`config.mk`:
```
export PLATFORM = sky130hd
export DESIGN_NAME = text_stream_source
export DESIGN_NICKNAME = d
export VERILOG_FILES = /design/src/rtl/text_stream_source.sv
export SDC_FILE = /design/constraint.sdc
export NUM_CORES = 1
export LEC_CHECK = 0
export CAP_MARGIN = 20
export CORE_UTILIZATION = 39
export CTS_CLUSTER_DIAMETER = 30
export CTS_CLUSTER_SIZE = 28
export DETAILED_ROUTE_END_ITERATION = 16
export DONT_BUFFER_PORTS = 1
export PLACE_DENSITY = 0.59
export REMOVE_ABC_BUFFERS = 1
export SYNTH_ARGS = -nofsm -noshare
export SYNTH_HDL_FRONTEND = slang
export SYNTH_SLANG_ARGS = --single-unit
export TNS_END_PERCENT = 50
```
`constraint.sdc`:
```
create_clock -name clk -period 3.85 [get_ports clk]
set_input_delay 1.155 -clock clk [delete_from_list [all_inputs] [get_ports clk]]
set_output_delay 1.155 -clock clk [all_outputs]
set_load 0.01 [all_outputs]
```
`src/rtl/text_stream_source.sv`:
```
// Streams a message from a 1-cycle-latency synchronous ROM onto a valid/ready
// output with sof/eof markers, optional looping, and credit-limited reads.
module text_stream_source #(
    parameter int DATA_W = 8,
    parameter int ADDR_W = 10,
    parameter int DEPTH  = 1024,
    parameter int BUF_D  = 2
) (
    input  logic              clk,
    input  logic              reset,
    input  logic              start,
    input  logic              loop_en,
    input  logic [ADDR_W:0]   msg_len,
    output logic              rom_rd,
    output logic [ADDR_W-1:0] rom_addr,
    input  logic [DATA_W-1:0] rom_data,
    output logic [DATA_W-1:0] data_out,
    output logic              data_valid,
    input  logic              data_ready,
    output logic              sof,
    output logic              eof,
    output logic              busy,
    output logic              done
);
    localparam int LEN_W = ADDR_W + 1;
    localparam int PTR_W = $clog2(BUF_D);
    localparam int CNT_W = $clog2(BUF_D + 1);
    localparam int LVL_W = CNT_W + 1;

    localparam logic [LEN_W-1:0] DEPTH_L  = LEN_W'(DEPTH);
    localparam logic [LEN_W-1:0] ONE_LEN  = LEN_W'(1);
    localparam logic [LVL_W-1:0] BUF_L    = LVL_W'(BUF_D);
    localparam logic [CNT_W-1:0] ONE_CNT  = CNT_W'(1);
    localparam logic [PTR_W-1:0] LAST_PTR = PTR_W'(BUF_D - 1);

    localparam logic [1:0] S_IDLE  = 2'd0;
    localparam logic [1:0] S_RUN   = 2'd1;
    localparam logic [1:0] S_DRAIN = 2'd2;

    logic [1:0]        r_state;
    logic [LEN_W-1:0]  r_len;
    logic [ADDR_W-1:0] r_addr;
    logic              r_rd_vld_p1;
    logic              r_rd_sof_p1;
    logic              r_rd_eof_p1;
    logic              r_done;

    logic [DATA_W-1:0] r_buf_data [BUF_D];
    logic              r_buf_sof  [BUF_D];
    logic              r_buf_eof  [BUF_D];
    logic [PTR_W-1:0]  r_wr_ptr;
    logic [PTR_W-1:0]  r_rd_ptr;
    logic [CNT_W-1:0]  r_count;

    logic              w_pop;
    logic              w_issue;
    logic              w_last;
    logic              w_final;
    logic [LVL_W-1:0]  w_level;

    function automatic logic [PTR_W-1:0] ptr_next(input logic [PTR_W-1:0] p);
        return (p == LAST_PTR) ? '0 : p + 1'b1;
    endfunction

    assign data_valid = (r_count != '0);
    assign w_pop      = data_valid & data_ready;
    assign data_out   = data_valid ? r_buf_data[r_rd_ptr] : '0;
    assign sof        = data_valid & r_buf_sof[r_rd_ptr];
    assign eof        = data_valid & r_buf_eof[r_rd_ptr];
    assign busy       = (r_state != S_IDLE);
    assign done       = r_done;
    assign rom_addr   = r_addr;
    assign rom_rd     = w_issue;

    // Occupancy after this cycle's pop, counting the word already on rom_data;
    // issuing only below BUF_D leaves room for the word requested now.
    assign w_level = LVL_W'(r_count) + LVL_W'(r_rd_vld_p1) - LVL_W'(w_pop);
    assign w_issue = (r_state == S_RUN) && (w_level < BUF_L);
    assign w_last  = ({1'b0, r_addr} == (r_len - ONE_LEN));
    // Earlier passes' eof words may still be queued; only the lone last entry ends the message.
    assign w_final = (r_state == S_DRAIN) && w_pop && eof &&
                     (r_count == ONE_CNT) && !r_rd_vld_p1;

    always_ff @(posedge clk or posedge reset) begin
        if (reset) begin
            r_state     <= S_IDLE;
            r_len       <= '0;
            r_addr      <= '0;
            r_rd_vld_p1 <= 1'b0;
            r_rd_sof_p1 <= 1'b0;
            r_rd_eof_p1 <= 1'b0;
            r_done      <= 1'b0;
        end else begin
            r_done      <= 1'b0;
            r_rd_vld_p1 <= w_issue;
            r_rd_sof_p1 <= w_issue && (r_addr == '0);
            r_rd_eof_p1 <= w_issue && w_last;
            case (r_state)
                S_IDLE: begin
                    if (start && (msg_len != '0)) begin
                        r_state <= S_RUN;
                        r_len   <= (msg_len > DEPTH_L) ? DEPTH_L : msg_len;
                        r_addr  <= '0;
                    end
                end
                S_RUN: begin
                    if (w_issue) begin
                        if (w_last) begin
                            r_addr <= '0;
                            if (!loop_en) begin
                                r_state <= S_DRAIN;
                            end
                        end else begin
                            r_addr <= r_addr + 1'b1;
                        end
                    end
                end
                S_DRAIN: begin
                    if (w_final) begin
                        r_state <= S_IDLE;
                        r_done  <= 1'b1;
                    end
                end
                default: r_state <= S_IDLE;
            endcase
        end
    end

    // Buffer control: push the word returned by last cycle's read, pop on transfer.
    always_ff @(posedge clk or posedge reset) begin
        if (reset) begin
            r_wr_ptr <= '0;
            r_rd_ptr <= '0;
            r_count  <= '0;
        end else begin
            if (r_rd_vld_p1) begin
                r_wr_ptr <= ptr_next(r_wr_ptr);
            end
            if (w_pop) begin
                r_rd_ptr <= ptr_next(r_rd_ptr);
            end
            r_count <= r_count + CNT_W'(r_rd_vld_p1) - CNT_W'(w_pop);
        end
    end

    always_ff @(posedge clk) begin
        if (r_rd_vld_p1) begin
            r_buf_data[r_wr_ptr] <= rom_data;
            r_buf_sof[r_wr_ptr]  <= r_rd_sof_p1;
            r_buf_eof[r_wr_ptr]  <= r_rd_eof_p1;
        end
    end

endmodule
```
Yosys cells after proc, flatten, opt, wreduce, memory -nomap -nowiden
Memory sizes are Yosys's and may differ from the RTL's.
Index checks and enable logic that the tools add are counted.
- register bits: 31
- word-level logic and storage cells: 71
- memory bits (writable): 20
- input bits: 24
- memories: 3
- output and inout bits: 24
- magnitude comparators: 2
- muxes and demuxes: 18
- eq/ne operators: 9
- reduce and logical (&&, ||, !) cells: 18
- bitwise logic cells: 3
- add/subtract/negate cells: 8
- memories (name ; depth ; width ; rd ports ; clocked after memory_dff ; wr ports ; RTL line ; source):
    r_buf_data ; 2 ; 8 ; 1 ; 0 ; 1 ; 48 ; logic [DATA_W-1:0] r_buf_data [BUF_D];
    r_buf_eof ; 2 ; 1 ; 1 ; 0 ; 1 ; 50 ; logic r_buf_eof [BUF_D];
    r_buf_sof ; 2 ; 1 ; 1 ; 0 ; 1 ; 49 ; logic r_buf_sof [BUF_D];
- operator list (cell ; number):
    $mux W10 ; 3
    $pmux W10 S2 ; 1
    $eq A10 B11 Y1 ; 1
    $gt A11 B11 Y1 const B ; 1
    $mux W11 ; 1
    $reduce_bool A11 Y1 ; 1
    $sub A11 B1 Y11 const B ; 1
    $add A10 B1 Y10 const B ; 1
    $logic_not A10 Y1 ; 1
    $mux W2 ; 5
    $ne A2 B2 Y1 const B ; 5
    $logic_and A1 B1 Y1 ; 8
    $mux W8 ; 1
    $mux W1 ; 6
    $pmux W2 S3 ; 1
    $reduce_bool A2 Y1 ; 3
    $reduce_and A5 Y1 ; 1
    $eq A2 B1 Y1 const B ; 2
    $add A2 B1 Y3 ; 1
    $and A1 B1 Y1 ; 3
    $lt A3 B2 Y1 const B ; 1
    $reduce_and A3 Y1 ; 1
    $sub A3 B1 Y3 ; 1
    $add A1 B1 Y1 const B ; 2
    6 further kinds ; 6

Longest topological paths before layout
- depth after elaboration: 8
- gate-level depth with buffers: 14
- gate-level depth less buffers: 13

Worst setup path after synthesis
OpenSTA, ideal clock, no wires.
- kind: in2out
- start: input port data_ready
- end: output port rom_rd
- arrival: 2758 ps
- required time: 2695 ps
- slack: -63 ps
- stages on the path: 8
- path buffers: 0
- path through: nor2b_1 -> ha_1 -> inv_1 -> ha_1 -> fa_1 -> nand2b_1 -> or2_2 -> inv_1
- word-level cells in the longest chain between the ends: 4
- RTL lines (element ; RTL line ; source):
    start: declaration ; 19 ; input logic data_ready,
    $and A1 B1 Y1 ; 66 ; assign w_pop = data_valid & data_ready;
    $sub A3 B1 Y3 ; 77 ; assign w_level = LVL_W'(r_count) + LVL_W'(r_rd_vld_p1) - LVL_W'(w_pop);
    named net w_level[1] ; 59 ; logic [LVL_W-1:0] w_level;
    $lt A3 B2 Y1 ; 78 ; assign w_issue = (r_state == S_RUN) && (w_level < BUF_L);
    $logic_and A1 B1 Y1 ; 78 ;
    end: declaration ; 14 ; output logic rom_rd,
The timed path passes the listed nets, and every way through them passes these cells.

Worst setup path in the final report
- start: input port data_ready
- end: output port rom_rd
- word-level cells in the longest chain between the ends: 4
- RTL lines (element ; RTL line):
    $and A1 B1 Y1 ; 66
    $sub A3 B1 Y3 ; 77
    $lt A3 B2 Y1 ; 78
    $logic_and A1 B1 Y1 ; 78
Every way passes these cells.

==> impl_summary.md <==
Power
The total leakage power is 0.00122 uW. For this design the ratio of total power to cell area is 649 nW/um^2. VDD sags by at most around 220 uV.

The total design power is 1940 uW.

Yosys
After synthesis, the cell types taking the most area are sky130_fd_sc_hd__dfrtp_1 28%, sky130_fd_sc_hd__edfxtp_1 22%, sky130_fd_sc_hd__mux2i_1 3.7%, sky130_fd_sc_hd__nand2_1 3.6%, sky130_fd_sc_hd__nand2b_1 3.4%. For this run, the number of Yosys warnings is 0. The proportion of netlist area held by the largest area contributor is 0.284. The number of instances in the synthesized netlist is 267. The count of cell types in the netlist is 53. For this run, the leading register cell type out of synthesis is sky130_fd_sc_hd__dfrtp_1. The largest total area in the synthesized netlist belongs to sky130_fd_sc_hd__dfrtp_1. The sequential cell area fraction in the yosys report is 0.504. The cell area after synthesis is ~2700 um^2. Of all flip-flops after synthesis, the portion carrying an async set or reset was 0.608. In this run, synthesis inferred 20 flip-flops with an integrated enable. Counting flops and latches in the post-synthesis netlist gives 51. Dividing the synthesized area by the synthesized cell count gives 10.2 um^2.

Timing
The relative slew slack is 0.409. Between clock sinks in the finished design, the worst skew comes to 0.0110 ns. The final worst slack is ~0.075 ns. The final critical path time including I/O delays and setup is 3.78 ns. Setup violations remaining at the end of the flow were counted as 0. Dividing the final minimum period by the clock period gives 0.981. The final count of hold timing violations came to 0.

At the pin with the least slew margin, the transition time is about 0.9 ns. The number of max-slew violations in the final report is 0. Setup repair after global routing left no endpoint under its margin. Timing would allow up to 265 MHz.

Detailed routing
The routed wire length is 5470 um. In the routed layout, each cell is associated on average with a via count of around 5.2. Once detail routing completed, the nets flagged for antenna violations numbered 0. The violation count after the first detailed-route iteration is 65.

The number of remaining DRC errors is 0. The final route contains 1,903 vias. The average wire per standard cell is 15.0 um. The number of detailed-routing iterations run before antenna repair is 4.

Layout
In the final design database the tool counted 298 nets. The antenna diode instance count is 0. The relative area change from synthesis to final layout is 9.76%.

After filler insertion, the fill cell instance count of the layout stands at between 600 and 700. Excluding fillers, the count of instances in the completed layout stands at 365. The multi-input combinational cell area is ~1300 um^2.

For this run, the share of the core covered by cells in the final layout is 0.441. The share of cells above drive strength 1 is 0.123. Summing all flip-flop and latch instances after layout gives 1380 um^2.

CTS
The root buffer cell chosen for the clock tree is sky130_fd_sc_hd__clkbuf_8. The clock latency reported for the late side of the worst-skew pair is 0.31 ns. Counting along the longest clock path gives a buffer depth of 2. For this design, the sink count on the clock tree is 51. The number of hold buffers added after cts is 0. The H-tree generated during clock tree synthesis spans 2 levels. Counting the buffers created by CTS gives 5.

The TritonCTS clock tree is yes. After clock tree synthesis, the clock-pin slew on the worst setup and hold paths is 0.10 ns.

Setup path
The critical path arrival is 2.62 ns. The reg-to-reg setup timing slack is about 0.90 ns. The worst endpoint required time is roughly 2.7 ns. The maximum fanout along the worst path is 3. The worst setup path is captured at an output port. The start-to-end type of the worst setup path is input pin to output port. The depth of the worst register-to-register path is 9. The worst setup path is launched from an input pin.

Run
The max-cap check violation count is 0.

GRT
For this run the aggregate overflow at the end of global routing stands at 0. The first-pass GRT wire length is 9360 um. The number of global-route vias before repair came to roughly 1.9k. In the global route stage, overall resource usage came out at 0.165.

The pin count of the biggest net entering global routing is 24. The number of antenna violations at the first check in global routing is 0.

Floorplan
The floorplan has 30 rows. The floorplan step set the die height to 85.7 um. The full die area is roughly 7300 um^2. The initial cell density of the core is 0.402. The total core area is 6790 um^2.

The width of the die is between 80 and 90 um. The boundary pin count is 48.

Worst hold path
The worst hold path was traced through 0 stages. The path class of the tightest hold or removal check is flop to flop.

Placed design
Port buffering added 0 buffers. The detailed placement HPWL is between 4000 and 5000 um. Once placement completed, the tool counted placed cells totaling 357. The weighted congestion at the end of routability-driven global placement is 0.812. OpenSTA, run right after detailed placement, puts the worst setup slack at -0.139 ns.

Outcome
The run finished with clean final reports.
## routing by layer
layer	share of wire	wire, um	global-route usage
met4	0.016	88	0.0515
met5	0	0	0
met1	0.45	2480	0.209
met2	0.48	2600	0.275
met3	0.056	305	0.0433
## cell usage in the layout (no fill, tap or decap), types with 3 or more instances in the layout
cell and instances:
sky130_fd_sc_hd__o21ai_0 11, sky130_fd_sc_hd__mux2i_1 10, sky130_fd_sc_hd__nor2_1 19, sky130_fd_sc_hd__o21ai_1 5, sky130_fd_sc_hd__clkbuf_8 5, sky130_fd_sc_hd__buf_4 7, sky130_fd_sc_hd__nor3_1 5, sky130_fd_sc_hd__dfrtp_1 31
sky130_fd_sc_hd__o22ai_1 3, sky130_fd_sc_hd__a21oi_1 3, sky130_fd_sc_hd__and2_1 3, sky130_fd_sc_hd__nand2_1 26, sky130_fd_sc_hd__and3_1 3, sky130_fd_sc_hd__inv_1 16, sky130_fd_sc_hd__nor4_1 7, sky130_fd_sc_hd__ha_1 3
sky130_fd_sc_hd__xnor2_1 7, sky130_fd_sc_hd__nand3_1 13, sky130_fd_sc_hd__xor2_1 6, sky130_fd_sc_hd__nand2b_1 14, sky130_fd_sc_hd__o311ai_1 4, sky130_fd_sc_hd__edfxtp_1 20
## worst max-delay path: stages
cell	delay (ns)
sky130_fd_sc_hd__nor2b_4	0.11
sky130_fd_sc_hd__ha_4	0.27
sky130_fd_sc_hd__inv_2	0.03
sky130_fd_sc_hd__ha_4	0.14
sky130_fd_sc_hd__fa_2	0.34
sky130_fd_sc_hd__xor2_2	0.17
sky130_fd_sc_hd__nand2b_4	0.07
sky130_fd_sc_hd__or2_4	0.25
sky130_fd_sc_hd__inv_4	0.08
## cell families after synthesis
group,after synthesis,synth area share
simple gates,109,0.214
flops,51,0.504
compound gates,44,0.115
buf+inv,31,0.0458
xor+xnor,14,0.0449
mux,12,0.0449
fa+ha+maj,6,0.0302
## path summary, 6_finish.rpt
kind | end | start
max | rom_rd | data_ready
min | r_buf_eof[1] | r_rd_eof_p1
max reg2reg | rom_addr[8] | r_len[0]
min reg2reg | r_buf_eof[1] | r_rd_eof_p1
max in group asynchronous | rom_addr[8] | reset
min in group asynchronous | r_wr_ptr | reset
## power by group
| part | switching [uW] | total (uW) | internal, uW | leakage [uW] |
|---|---|---|---|---|
| logic | 442 | 780 | 338 | 0.000612 |
| registers | 157 | 835 | 678 | 0.000565 |
| clock network | 195 | 329 | 134 | 0.0000463 |
| total | 794 | 1940 | 1150 | 0.00122 |
## synthesized netlist by cell type, drive strengths merged, types with 4 or more instances
library cell   n
nor4           7
xor2           7
mux2i         10
clkbuf         8
a21oi          4
nor2          19
ha             5
nor3           5
nand2b        15
o311ai         4
buf            5
inv           18
nand3         13
nand2         27
xnor2          7
o21ai         16
dfrtp         31
edfxtp        20
## final cells by class
class                   count  area share
well taps                  96      0.0401
flip-flops and latches     51       0.459
inverters                  18      0.0234
clock buffers               5      0.0230
clock inverters             3     0.00919
repair buffers              7      0.0175
multi-input cells         185       0.428
## metrics by stage
stage / instance area [um^2] / hold slack, ns / setup TNS (ns)
2_1_floorplan: 2670 / 0.420 / -0.0905
3_3_place_gp: 2850 / 0.424 / -0.133
4_1_cts: 2970 / 0.444 / 0
3_5_place_dp: 2850 / 0.431 / -0.139
5_1_grt: 3000 / 0.445 / 0
6_report: 3000 / 0.445 / 0
## registers in the layout, summed over array words and instances, names as in the netlist
register,count
rom_addr,10
r_rd_eof_p1,1
r_rd_ptr,1
r_buf_eof,2
r_rd_sof_p1,1
r_buf_data,16
done,1
r_buf_sof,2
r_wr_ptr,1
r_count,2
r_len,11
r_state,2
r_rd_vld_p1,1
## repair_timing
action,CTS,global route
setup buffers,0,0
gates resized for setup,9,3
pin swaps,1,1
endpoints found under the setup margin,1,1
No activity file was read; power rests on OpenSTA's default activity.
